===== src/rtl/seven_seg_scanner_pkg.sv =====
// Display definitions shared by the scanner and its segment decoder: glyphs,
// digit slot indices, the frame snapshot record and the active-low 0-F table.
package seven_seg_scanner_pkg;

  localparam logic [6:0] SEG_BLANK = 7'b1111111;
  localparam logic [6:0] SEG_DASH  = 7'b0111111;
  localparam logic [6:0] SEG_D     = 7'b0100001;
  localparam logic [6:0] SEG_H     = 7'b0001011;

  localparam logic [1:0] DIG_ONES = 2'd0;
  localparam logic [1:0] DIG_TENS = 2'd1;
  localparam logic [1:0] DIG_HUND = 2'd2;
  localparam logic [1:0] DIG_MODE = 2'd3;

  typedef struct packed {
    logic [8:0] value;
    logic [3:0] hund;
    logic [3:0] tens;
    logic [3:0] ones;
    logic       hex_mode;
  } snap_t;

  // Segments are {g,f,e,d,c,b,a}, a zero lights the segment.
  function automatic logic [6:0] seg_of(input logic [3:0] nib);
    logic [6:0] s;
    case (nib)
      4'h0: s = 7'b1000000;
      4'h1: s = 7'b1111001;
      4'h2: s = 7'b0100100;
      4'h3: s = 7'b0110000;
      4'h4: s = 7'b0011001;
      4'h5: s = 7'b0010010;
      4'h6: s = 7'b0000010;
      4'h7: s = 7'b1111000;
      4'h8: s = 7'b0000000;
      4'h9: s = 7'b0010000;
      4'hA: s = 7'b0001000;
      4'hB: s = 7'b0000011;
      4'hC: s = 7'b1000110;
      4'hD: s = 7'b0100001;
      4'hE: s = 7'b0000110;
      default: s = 7'b0001110;
    endcase
    return s;
  endfunction

endpackage


===== src/rtl/seven_seg_scanner_hex_to_7seg.sv =====
// Combinational nibble to active-low seven-segment decoder.
module hex_to_7seg
  import seven_seg_scanner_pkg::*;
(
  input  logic [3:0] nibble,
  output logic [6:0] seg
);

  assign seg = seg_of(nibble);

endmodule


===== src/rtl/seven_seg_scanner.sv =====
// Four-digit multiplexed display driver: three value digits (decimal or hex)
// plus a mode glyph, refreshed one slot at a time with a blank guard per slot.
module seven_seg_scanner
  import seven_seg_scanner_pkg::*;
#(
  parameter int REFRESH_DIV  = 50000,
  parameter int BLANK_CYCLES = 2,
  parameter int LZ_BLANK     = 1
) (
  input  logic       clk,
  input  logic       reset,
  input  logic [8:0] value,
  input  logic [3:0] hund,
  input  logic [3:0] tens,
  input  logic [3:0] ones,
  input  logic       hex_mode,
  output logic [3:0] an,
  output logic [6:0] seg,
  output logic       dp
);

  // One extra bit so the guard threshold stays representable when BLANK_CYCLES is 0.
  localparam int CNT_W = $clog2(REFRESH_DIV + 1);
  localparam logic [CNT_W-1:0] CNT_LAST    = CNT_W'(REFRESH_DIV - 1);
  localparam logic [CNT_W-1:0] GUARD_START = CNT_W'(REFRESH_DIV - BLANK_CYCLES);

  logic [CNT_W-1:0] cnt_reg, cnt_next;
  logic [1:0]       idx_reg, idx_next;
  snap_t            snap_reg, snap_next;
  logic             load_pending_reg, load_pending_next;
  logic [3:0]       an_reg, an_next;
  logic [6:0]       seg_reg, seg_next;

  logic       terminal;
  logic       guard;
  logic [3:0] an_sel;
  logic [3:0] nibble;
  logic [6:0] nibble_seg;
  logic       blank_digit;
  logic       dash_digit;
  logic       glyph_digit;

  assign terminal = (cnt_reg == CNT_LAST);
  assign guard    = (cnt_reg >= GUARD_START);

  always_comb begin
    cnt_next          = terminal ? '0 : cnt_reg + CNT_W'(1);
    idx_next          = terminal ? idx_reg + 2'd1 : idx_reg;
    load_pending_next = 1'b0;
    snap_next         = snap_reg;
    // Latching only at the frame boundary keeps all four digits from one sample.
    if (load_pending_reg || (terminal && idx_reg == DIG_MODE)) begin
      snap_next.value    = value;
      snap_next.hund     = hund;
      snap_next.tens     = tens;
      snap_next.ones     = ones;
      snap_next.hex_mode = hex_mode;
    end
  end

  generate
    for (genvar gi = 0; gi < 4; gi++) begin : g_anode
      assign an_sel[gi] = (idx_reg == 2'(gi));
    end
  endgenerate

  always_comb begin
    nibble      = 4'h0;
    blank_digit = 1'b0;
    dash_digit  = 1'b0;
    glyph_digit = 1'b0;
    case (idx_reg)
      DIG_ONES: begin
        nibble     = snap_reg.hex_mode ? snap_reg.value[3:0] : snap_reg.ones;
        dash_digit = !snap_reg.hex_mode && (snap_reg.ones > 4'd9);
      end
      DIG_TENS: begin
        nibble      = snap_reg.hex_mode ? snap_reg.value[7:4] : snap_reg.tens;
        blank_digit = !snap_reg.hex_mode && (LZ_BLANK != 0) &&
                      (snap_reg.hund == 4'd0) && (snap_reg.tens == 4'd0);
        dash_digit  = !snap_reg.hex_mode && (snap_reg.tens > 4'd9);
      end
      DIG_HUND: begin
        nibble      = snap_reg.hex_mode ? {3'b000, snap_reg.value[8]} : snap_reg.hund;
        blank_digit = !snap_reg.hex_mode && (LZ_BLANK != 0) && (snap_reg.hund == 4'd0);
        dash_digit  = !snap_reg.hex_mode && (snap_reg.hund > 4'd9);
      end
      default: glyph_digit = 1'b1;
    endcase
  end

  hex_to_7seg u_hex_to_7seg (
    .nibble (nibble),
    .seg    (nibble_seg)
  );

  // Blanking wins over the invalid-BCD dash; the guard window wins over everything.
  always_comb begin
    an_next = guard ? 4'hF : ~an_sel;
    if (guard)            seg_next = SEG_BLANK;
    else if (glyph_digit) seg_next = snap_reg.hex_mode ? SEG_H : SEG_D;
    else if (blank_digit) seg_next = SEG_BLANK;
    else if (dash_digit)  seg_next = SEG_DASH;
    else                  seg_next = nibble_seg;
  end

  always_ff @(posedge clk) begin
    if (reset) begin
      cnt_reg          <= '0;
      idx_reg          <= DIG_ONES;
      snap_reg         <= '0;
      load_pending_reg <= 1'b1;
      an_reg           <= 4'hF;
      seg_reg          <= SEG_BLANK;
    end else begin
      cnt_reg          <= cnt_next;
      idx_reg          <= idx_next;
      snap_reg         <= snap_next;
      load_pending_reg <= load_pending_next;
      an_reg           <= an_next;
      seg_reg          <= seg_next;
    end
  end

  assign an  = an_reg;
  assign seg = seg_reg;
  assign dp  = 1'b1;

endmodule

===== config.mk =====
export PLATFORM = sky130hd
export DESIGN_NAME = seven_seg_scanner
export DESIGN_NICKNAME = d
export VERILOG_FILES = /design/src/rtl/seven_seg_scanner_pkg.sv /design/src/rtl/seven_seg_scanner_hex_to_7seg.sv /design/src/rtl/seven_seg_scanner.sv
export SDC_FILE = /design/constraint.sdc
export NUM_CORES = 1
export LEC_CHECK = 0
export CAP_MARGIN = 30
export CORE_UTILIZATION = 36
export CTS_CLUSTER_SIZE = 16
export DETAILED_ROUTE_END_ITERATION = 16
export PLACE_DENSITY = 0.6
export SETUP_SLACK_MARGIN = 0.3
export SLEW_MARGIN = 10
export SYNTH_ARGS = -nofsm -noshare
export SYNTH_HDL_FRONTEND = slang
export SYNTH_SLANG_ARGS = --single-unit

===== constraint.sdc =====
create_clock -name clk -period 6.35 [get_ports clk]
set_input_delay 0.635 -clock clk [delete_from_list [all_inputs] [get_ports clk]]
set_output_delay 0.635 -clock clk [all_outputs]
set_load 0.005 [all_outputs]

**Yosys cells after proc, flatten, opt, wreduce, memory -nomap -nowiden**

Memories as Yosys holds them, arrays and structs flattened.
Index checks and enable logic that the tools add are counted.

- Magnitude comparators: 4
- Reductions and logical operators: 14
- Shift-type cells: 0
- Bitwise logic cells: 1
- Mux-type cells: 11
- Add/subtract/negate cells: 2
- Divide/modulo/power cells: 0
- Multipliers: 0
- Eq/ne operators: 4

Operators by type and width:

| operator | count |
|---|---|
| $mux 7 | 3 |
| $add 16x1->16 const B | 1 |
| $eq 16x16->1 const B | 1 |
| $ge 16x16->1 const B | 1 |
| $gt 4x4->1 const B | 3 |
| $mux 4 | 3 |
| $pmux 4 s3 | 1 |
| $logic_not 4->1 | 2 |
| $logic_and 1x1->1 | 6 |
| $mux 6 | 1 |
| $eq 2x2->1 const B | 2 |
| $not 4->4 | 1 |
| $reduce_or 2->1 | 2 |
| $pmux 1 s3 | 1 |
| $reduce_or 3->1 | 1 |
| $add 2x1->2 const B | 1 |
| $eq 2x1->1 const B | 1 |
| $logic_not 2->1 | 1 |
| $pmux 1 s2 | 1 |
| $logic_not 1->1 | 1 |
| $logic_or 1x1->1 | 1 |
| $mux 1 | 1 |

- Register bits after elaboration: 52
- Latch bits: 0
- Logic and storage cells: 47
- Memory bits (read-only): 112
- Memories: 1
- Output and inout port bits: 12
- Input port bits: 24
- Bits in writable memories: 0

Memory list:

| name | depth | bits a word | rd ports | clocked after Yosys merged registers in | write ports | RTL line | RTL |
|---|---|---|---|---|---|---|---|
| (name not given) | 16 | 7 | 1 | 0 | 0 | seven_seg_scanner_pkg.sv:26 | `case (nib)` |

**Depth between registers and ports, before layout**

- Depth after elaboration: 6
- Mapped depth: 11
- Gate-level depth less buffers: 10

**By module**

A second synthesis with hierarchy kept.

- Cell total of the unflattened synthesis: 309
- Area, all modules: 2793.9 um2

Modules (own cells, without submodules):

| module | instances | area each (um2) | seq. area each (um2) | cells each |
|---|---|---|---|---|
| seven_seg_scanner | 1 | 2518.7 | 1041.0 | 277 |
| hex_to_7seg | 1 | 275.3 | 0.0 | 32 |

**Least setup slack after synthesis**

OpenSTA, ideal clock, no wires.

- Kind: flip-flop to flip-flop
- Start: reg idx_reg[0]
- End: reg seg_reg[6] (netlist: seg[6])
- Library setup time: 0.123 ns
- Data arrival time: 2.069 ns
- Clock period less this slack: 2.192 ns
- Data required time: 6.227 ns
- Path buffers: 1
- Path slack: 4.158 ns
- Stages on the path, launching flop included: 11
- Cell sequence: dfxtp_1 -> inv_1 -> ha_1 -> buf_2 -> a222oi_1 -> or2_2 -> inv_1 -> ha_1 -> mux2_2 -> nand3_1 -> a31oi_1

- Longest elaborated chain between the ends: 6
- Elaborated cells between the ends (all ways): 11
- Classes of those cells: 2 x eq/ne; 6 x mux; 2 x reduce/logical; 1 x memory

RTL lines:

| element | RTL line | RTL |
|---|---|---|
| from (decl) | seven_seg_scanner.sv:28 | `logic [1:0] idx_reg, idx_next;` |
| from (signal assigned) | seven_seg_scanner.sv:117 | `idx_reg <= idx_next;` |
| $eq 2x2->1, or another cell as far along | seven_seg_scanner.sv:72 | `case (idx_reg)` |
| $pmux 4 s3 | seven_seg_scanner.sv:72 |  |
| $mem_v2 16x7 | - |  |
| $mux 7 | seven_seg_scanner.sv:103 | `else if (dash_digit) seg_next = SEG_DASH;` |
| $mux 7 | seven_seg_scanner.sv:102 | `else if (blank_digit) seg_next = SEG_BLANK;` |
| $mux 7 * | seven_seg_scanner.sv:101 | `else if (glyph_digit) seg_next = snap_reg.hex_mode ? SEG_H : SEG_D;` |
| to (signal assigned) | seven_seg_scanner.sv:121 | `seg_reg <= seg_next;` |
| to (decl) | seven_seg_scanner.sv:32 | `logic [6:0] seg_reg, seg_next;` |

Mark *: on every way between the ends. The rest lies on a longest branch, timed or not.
A chain may end at the register's enable or synchronous reset.

**Final worst setup path**

- Start: reg snap_reg[0] in the netlist's numbering
- End: reg seg_reg[6] (netlist: seg[6])

- Longest elaborated chain between the ends: 6
- Elaborated cells between the ends (all ways): 16
- Classes of those cells: 9 x mux; 6 x reduce/logical; 1 x memory

RTL lines:

| element | RTL line | RTL |
|---|---|---|
| from (decl) | seven_seg_scanner.sv:29 | `snap_t snap_reg, snap_next;` |
| from (signal assigned) | seven_seg_scanner.sv:118 | `snap_reg <= snap_next;` |
| $mux 4, or another cell as far along | seven_seg_scanner.sv:84 | `nibble = snap_reg.hex_mode ? {3'b000, snap_reg.value[8]} : snap_reg.hund;` |
| $pmux 4 s3, or another cell as far along | seven_seg_scanner.sv:72 |  |
| $mem_v2 16x7, or another cell as far along | - |  |
| $mux 7 or $pmux 1 s2 (tied branches) | seven_seg_scanner.sv:103, seven_seg_scanner.sv:72 |  |
| $mux 7 * | seven_seg_scanner.sv:102 |  |
| $mux 7 * | seven_seg_scanner.sv:101 |  |

Marks and branches as above.

==> impl_metrics.prom <==
# TYPE chip_impl_metric gauge
chip_impl_metric{name="clock-sinks",unit=""} 52
chip_impl_metric{name="grt_util_all_layers",unit="%"} 14.5
chip_impl_info{name="worstSetupStartpointType",value="register"} 1
chip_impl_metric{name="detailroute.via_count",unit=""} 1964
chip_impl_metric{name="finalCritPeriodShare",unit="%"} 46.9
chip_impl_metric{name="grt_first_pass_wirelength",unit="mm"} 8.51
chip_impl_metric{name="post-layout-total-power",unit="mW"} 0.660
chip_impl_metric{name="numPortBuffers",unit=""} 34
chip_impl_metric{name="synthSimpleGateAreaFrac",unit="%"} 18.8
chip_impl_info{name="outcome",value="finished clean"} 1
chip_impl_metric{name="synthMuxAreaShare",unit="%"} 11.0
chip_impl_metric{name="diodes",unit=""} 0
chip_impl_metric{name="critical_path_arrival",unit="ns"} 3.12
chip_impl_metric{name="dpl.hpwl",unit="mm"} 3.66
chip_impl_metric{name="maxSlewViolCount",unit=""} 0
chip_impl_metric{name="critical-path-max-stage-delay",unit="ns"} 0.74
chip_impl_metric{name="grt_pass1_vias",unit=""} 1763
chip_impl_info{name="netlist_top_cells_area",value="sky130_fd_sc_hd__dfxtp_1, sky130_fd_sc_hd__mux2i_1, sky130_fd_sc_hd__nor2_1, sky130_fd_sc_hd__ha_1, sky130_fd_sc_hd__xor2_1"} 1
chip_impl_metric{name="cts_buffers",unit=""} 5
chip_impl_metric{name="floorplan.initialDensity",unit="%"} 37.6
chip_impl_metric{name="max_freq",unit="MHz"} 335
chip_impl_info{name="holdPathEnd",value="cnt_reg[0]"} 1
chip_impl_metric{name="holdBufCountCts",unit=""} 0
chip_impl_metric{name="timing.reg2reg.setup_slack",unit="ns"} 3.37
chip_impl_metric{name="core-area",unit="sq mm"} 0.00687
chip_impl_metric{name="clock_skew",unit="ns"} 0.00415
chip_impl_metric{name="first_iteration_detailed_routing_drc_count",unit=""} 114
chip_impl_metric{name="switching_share",unit="%"} 23.9
chip_impl_metric{name="synth_cell_area",unit="sq mm"} 0.00258
chip_impl_metric{name="io_pins",unit=""} 36
chip_impl_metric{name="avgViaCountPerCell",unit=""} 4.95
chip_impl_metric{name="placedCellCount",unit=""} 389
chip_impl_metric{name="power_frac_seq",unit="%"} 54.1
chip_impl_info{name="crit_type",value="register to register"} 1
chip_impl_metric{name="relSlewSlack",unit="%"} 41.6
chip_impl_metric{name="wire_length_after_detailed_routing",unit="mm"} 5.03
chip_impl_metric{name="route.detailed.drc",unit=""} 0
chip_impl_metric{name="min_delay_path_depth",unit=""} 1
chip_impl_metric{name="nNetsFinal",unit=""} 337
chip_impl_metric{name="cts_buffer_depth",unit=""} 2
chip_impl_metric{name="post_synth_fa_ha_maj_area_fraction",unit="%"} 5.81
chip_impl_metric{name="clkLatencyLatePin",unit="ns"} 0.29
chip_impl_metric{name="detailedRoute.firstPassIterationCount",unit=""} 4
chip_impl_metric{name="complex_gate_fraction_of_the_synthesized_area",unit="%"} 12.7
chip_impl_metric{name="drive_above_1_share",unit="%"} 6.64
chip_impl_metric{name="peakVddDrop",unit="mV"} 0.121
chip_impl_info{name="combinational_family_with_the_most_area_after_synthesis",value="simple AND/OR/NAND/NOR gates"} 1
chip_impl_metric{name="r2r.worst_path.cells",unit=""} 8
chip_impl_metric{name="die_area",unit="sq mm"} 0.00752
chip_impl_metric{name="area_delta_synth_final",unit="%"} 18.9
chip_impl_info{name="holdCritStartpoint",value="cnt_reg[0]"} 1
chip_impl_metric{name="die_h",unit="um"} 86.7
chip_impl_metric{name="synthArstFlopShare",unit="%"} 0
chip_impl_metric{name="final_util",unit="%"} 44.7
chip_impl_metric{name="post_cts_buffers",unit=""} 0
chip_impl_metric{name="final_hold_violation_count",unit=""} 0
chip_impl_metric{name="post_route_antenna_net_violation_count",unit=""} 0
chip_impl_metric{name="synth_top_area_share",unit="%"} 40.3
chip_impl_info{name="rr_startpoint",value="snap_reg[0]"} 1
chip_impl_info{name="setup_repair_after_global_routing_missed_its_margin",value="false"} 1
chip_impl_metric{name="row_count",unit=""} 30
chip_impl_metric{name="required_time_of_the_critical_path",unit="ns"} 6.49
chip_impl_metric{name="final_instance_area",unit="sq mm"} 0.00307
chip_impl_info{name="cp_common_cell",value="sky130_fd_sc_hd__mux2_2"} 1
chip_impl_metric{name="fin_crit",unit="ns"} 2.98
chip_impl_metric{name="max_cap_check_violation_count",unit=""} 0
chip_impl_info{name="layout.cells.most_common",value="sky130_fd_sc_hd__dfxtp_1"} 1
chip_impl_metric{name="post_cts.resized_instances",unit=""} 0
chip_impl_info{name="critical-path-slowest-cell",value="sky130_fd_sc_hd__dfxtp_1"} 1
chip_impl_metric{name="internal-power",unit="mW"} 0.502
chip_impl_info{name="worst_hold_path_type",value="register to register"} 1
chip_impl_info{name="critPathCaptureType",value="register"} 1
chip_impl_metric{name="chipWidth",unit="um"} 86.7
chip_impl_metric{name="static-leakage-power",unit="nW"} 1.22
chip_impl_metric{name="synthCells",unit=""} 274
chip_impl_metric{name="synth_xor_area_share",unit="%"} 5.42
chip_impl_metric{name="combinational_group_share_of_total_power",unit="%"} 15.8
chip_impl_metric{name="pin_count_of_the_biggest_net_entering_global_routing",unit=""} 23
chip_impl_info{name="cell_type_with_the_largest_total_area_after_synthesis",value="sky130_fd_sc_hd__dfxtp_1"} 1
chip_impl_metric{name="post_synth_cell_types",unit=""} 52
chip_impl_metric{name="finalNonFillerCells",unit=""} 397
chip_impl_metric{name="clkPwrFrac",unit="%"} 30.1
chip_impl_metric{name="largest_register_ffs",unit=""} 22
chip_impl_info{name="buffer_cell_driving_the_clock_tree_root",value="sky130_fd_sc_hd__clkbuf_8"} 1
chip_impl_metric{name="setup_viol_count_final",unit=""} 0
chip_impl_metric{name="gpl.final_weighted_congestion",unit=""} 0.859
chip_impl_metric{name="reported_net_switching_power",unit="mW"} 0.158
chip_impl_metric{name="pwr_density_cell",unit="mW/mm^2"} 215
chip_impl_metric{name="filler_cell_count",unit=""} 702
chip_impl_metric{name="placed_area",unit="sq mm"} 0.00295
chip_impl_metric{name="totalNegativeSetupSlack",unit="ns"} 0
chip_impl_metric{name="yosysWarnings",unit=""} 0
chip_impl_metric{name="number_of_antenna_violations_at_the_first_check_in_global_routing",unit=""} 0
chip_impl_info{name="r2r-end",value="seg[6]"} 1
chip_impl_metric{name="yosys_register_bits",unit=""} 52
chip_impl_info{name="cp_cell_sequence",value="mux2_2 > a222oi_1 > or2_2 > inv_1 > ha_1 > mux2_2 > nand3_1 > a31oi_1"} 1
chip_impl_metric{name="tightestPinTransition",unit="ns"} 0.876
chip_impl_metric{name="grt_remaining_overflow",unit=""} 0
chip_impl_metric{name="cts_htree_levels",unit=""} 2
chip_impl_metric{name="path_max_fanout",unit=""} 14
chip_impl_metric{name="synth.net_count",unit=""} 310
chip_impl_info{name="cts_tree",value="yes"} 1
chip_impl_metric{name="cts.reportedPaths.clkPinSlew",unit="ns"} 0.09
chip_impl_info{name="final_cell_mix",value="sky130_fd_sc_hd__dfxtp_1, sky130_fd_sc_hd__nor2_1, sky130_fd_sc_hd__clkdlybuf4s50_1"} 1
chip_impl_metric{name="syn-mean-instance-area",unit="sq um"} 9.43
chip_impl_metric{name="synth_enable_flop_cells",unit=""} 0
chip_impl_metric{name="synth-seq-area-share",unit="%"} 40.3
chip_impl_metric{name="wl_per_cell",unit="um"} 12.7
chip_impl_info{name="synthFlopType",value="sky130_fd_sc_hd__dfxtp_1"} 1
cell families after synthesis:
| kind of cell | after synthesis |
|---|---|
| buf+inv | 26 |
| fa+ha+maj | 12 |
| compound gates | 39 |
| other cells | 1 |
| flops | 52 |
| mux | 28 |
| xor+xnor | 16 |
| simple gates | 100 |
Yosys cell counts (3+ instances only):
cell                       number
sky130_fd_sc_hd__a22oi_1        6
sky130_fd_sc_hd__mux2_2         4
sky130_fd_sc_hd__a21oi_1        6
sky130_fd_sc_hd__nand4_1        4
sky130_fd_sc_hd__buf_4          3
sky130_fd_sc_hd__a31oi_1        4
sky130_fd_sc_hd__clkbuf_1       6
sky130_fd_sc_hd__mux2i_1       24
sky130_fd_sc_hd__dfxtp_1       52
sky130_fd_sc_hd__nor3_1         3
sky130_fd_sc_hd__buf_6          5
sky130_fd_sc_hd__nand3_1        8
sky130_fd_sc_hd__nor2_1        49
sky130_fd_sc_hd__nor3b_1        3
sky130_fd_sc_hd__o211ai_1       4
sky130_fd_sc_hd__inv_1         10
sky130_fd_sc_hd__ha_1          12
sky130_fd_sc_hd__xor2_1        11
sky130_fd_sc_hd__xnor2_1        5
sky130_fd_sc_hd__nand2_1       13
final cells by class:
cell class	instances	area, sq um	share of cell area (%)
Sequential cell	52	1040	33.9
Tap cell	96	120	3.91
Inverter	10	37.5	1.22
Multi-Input combinational cell	196	1390	45.4
Timing Repair Buffer	36	383	12.5
Clock buffer	7	96.3	3.14
critical path, delay by kind of cell (launching register included):
| family | cells | cell delay, ns |
|---|---|---|
| AO/OA/AOI/OAI | 2 | 0.73 |
| flip-flops | 1 | 0.74 |
| adder cells (fa/ha/maj) | 1 | 0.24 |
| AND/OR/NAND/NOR | 2 | 0.37 |
| buffers and inverters | 1 | 0.07 |
| multiplexers | 2 | 0.68 |
routing by layer:
layer  track usage, %  wire (um)
met1             20.4       2580
met2             21.8       2160
met3             3.62        227
met4             4.09         53
met5                0          0
worst max path at each step:
stage	startpoint	to	depth (start not counted)
after global placement	reset	seg[5]	5
after global routing	snap_reg[0]	seg[6]	8
after detailed placement	snap_reg[0]	seg[6]	8
after CTS	snap_reg[0]	seg[6]	8
after floorplan	idx_reg[0]	seg[6]	10
final	snap_reg[0]	seg[6]	8
power by group through the flow:
stage                     registers [mW]  clock network, mW  logic (mW)
after global routing               0.360              0.218       0.114
after CTS                          0.357              0.206       0.103
final                              0.357              0.199       0.104
after global placement             0.365                  0      0.0993
after floorplan                    0.362                  0      0.0640
after detailed placement           0.365                  0       0.102
per-stage QoR:
step,hold WS [ns],worst slack [ns]
floorplan,0.437,4.16
global placement,0.456,3.05
detailed placement,0.476,3.48
CTS,0.497,3.44
global route,0.531,3.20
finish,0.488,3.37
(Power assumes the default switching activity.)
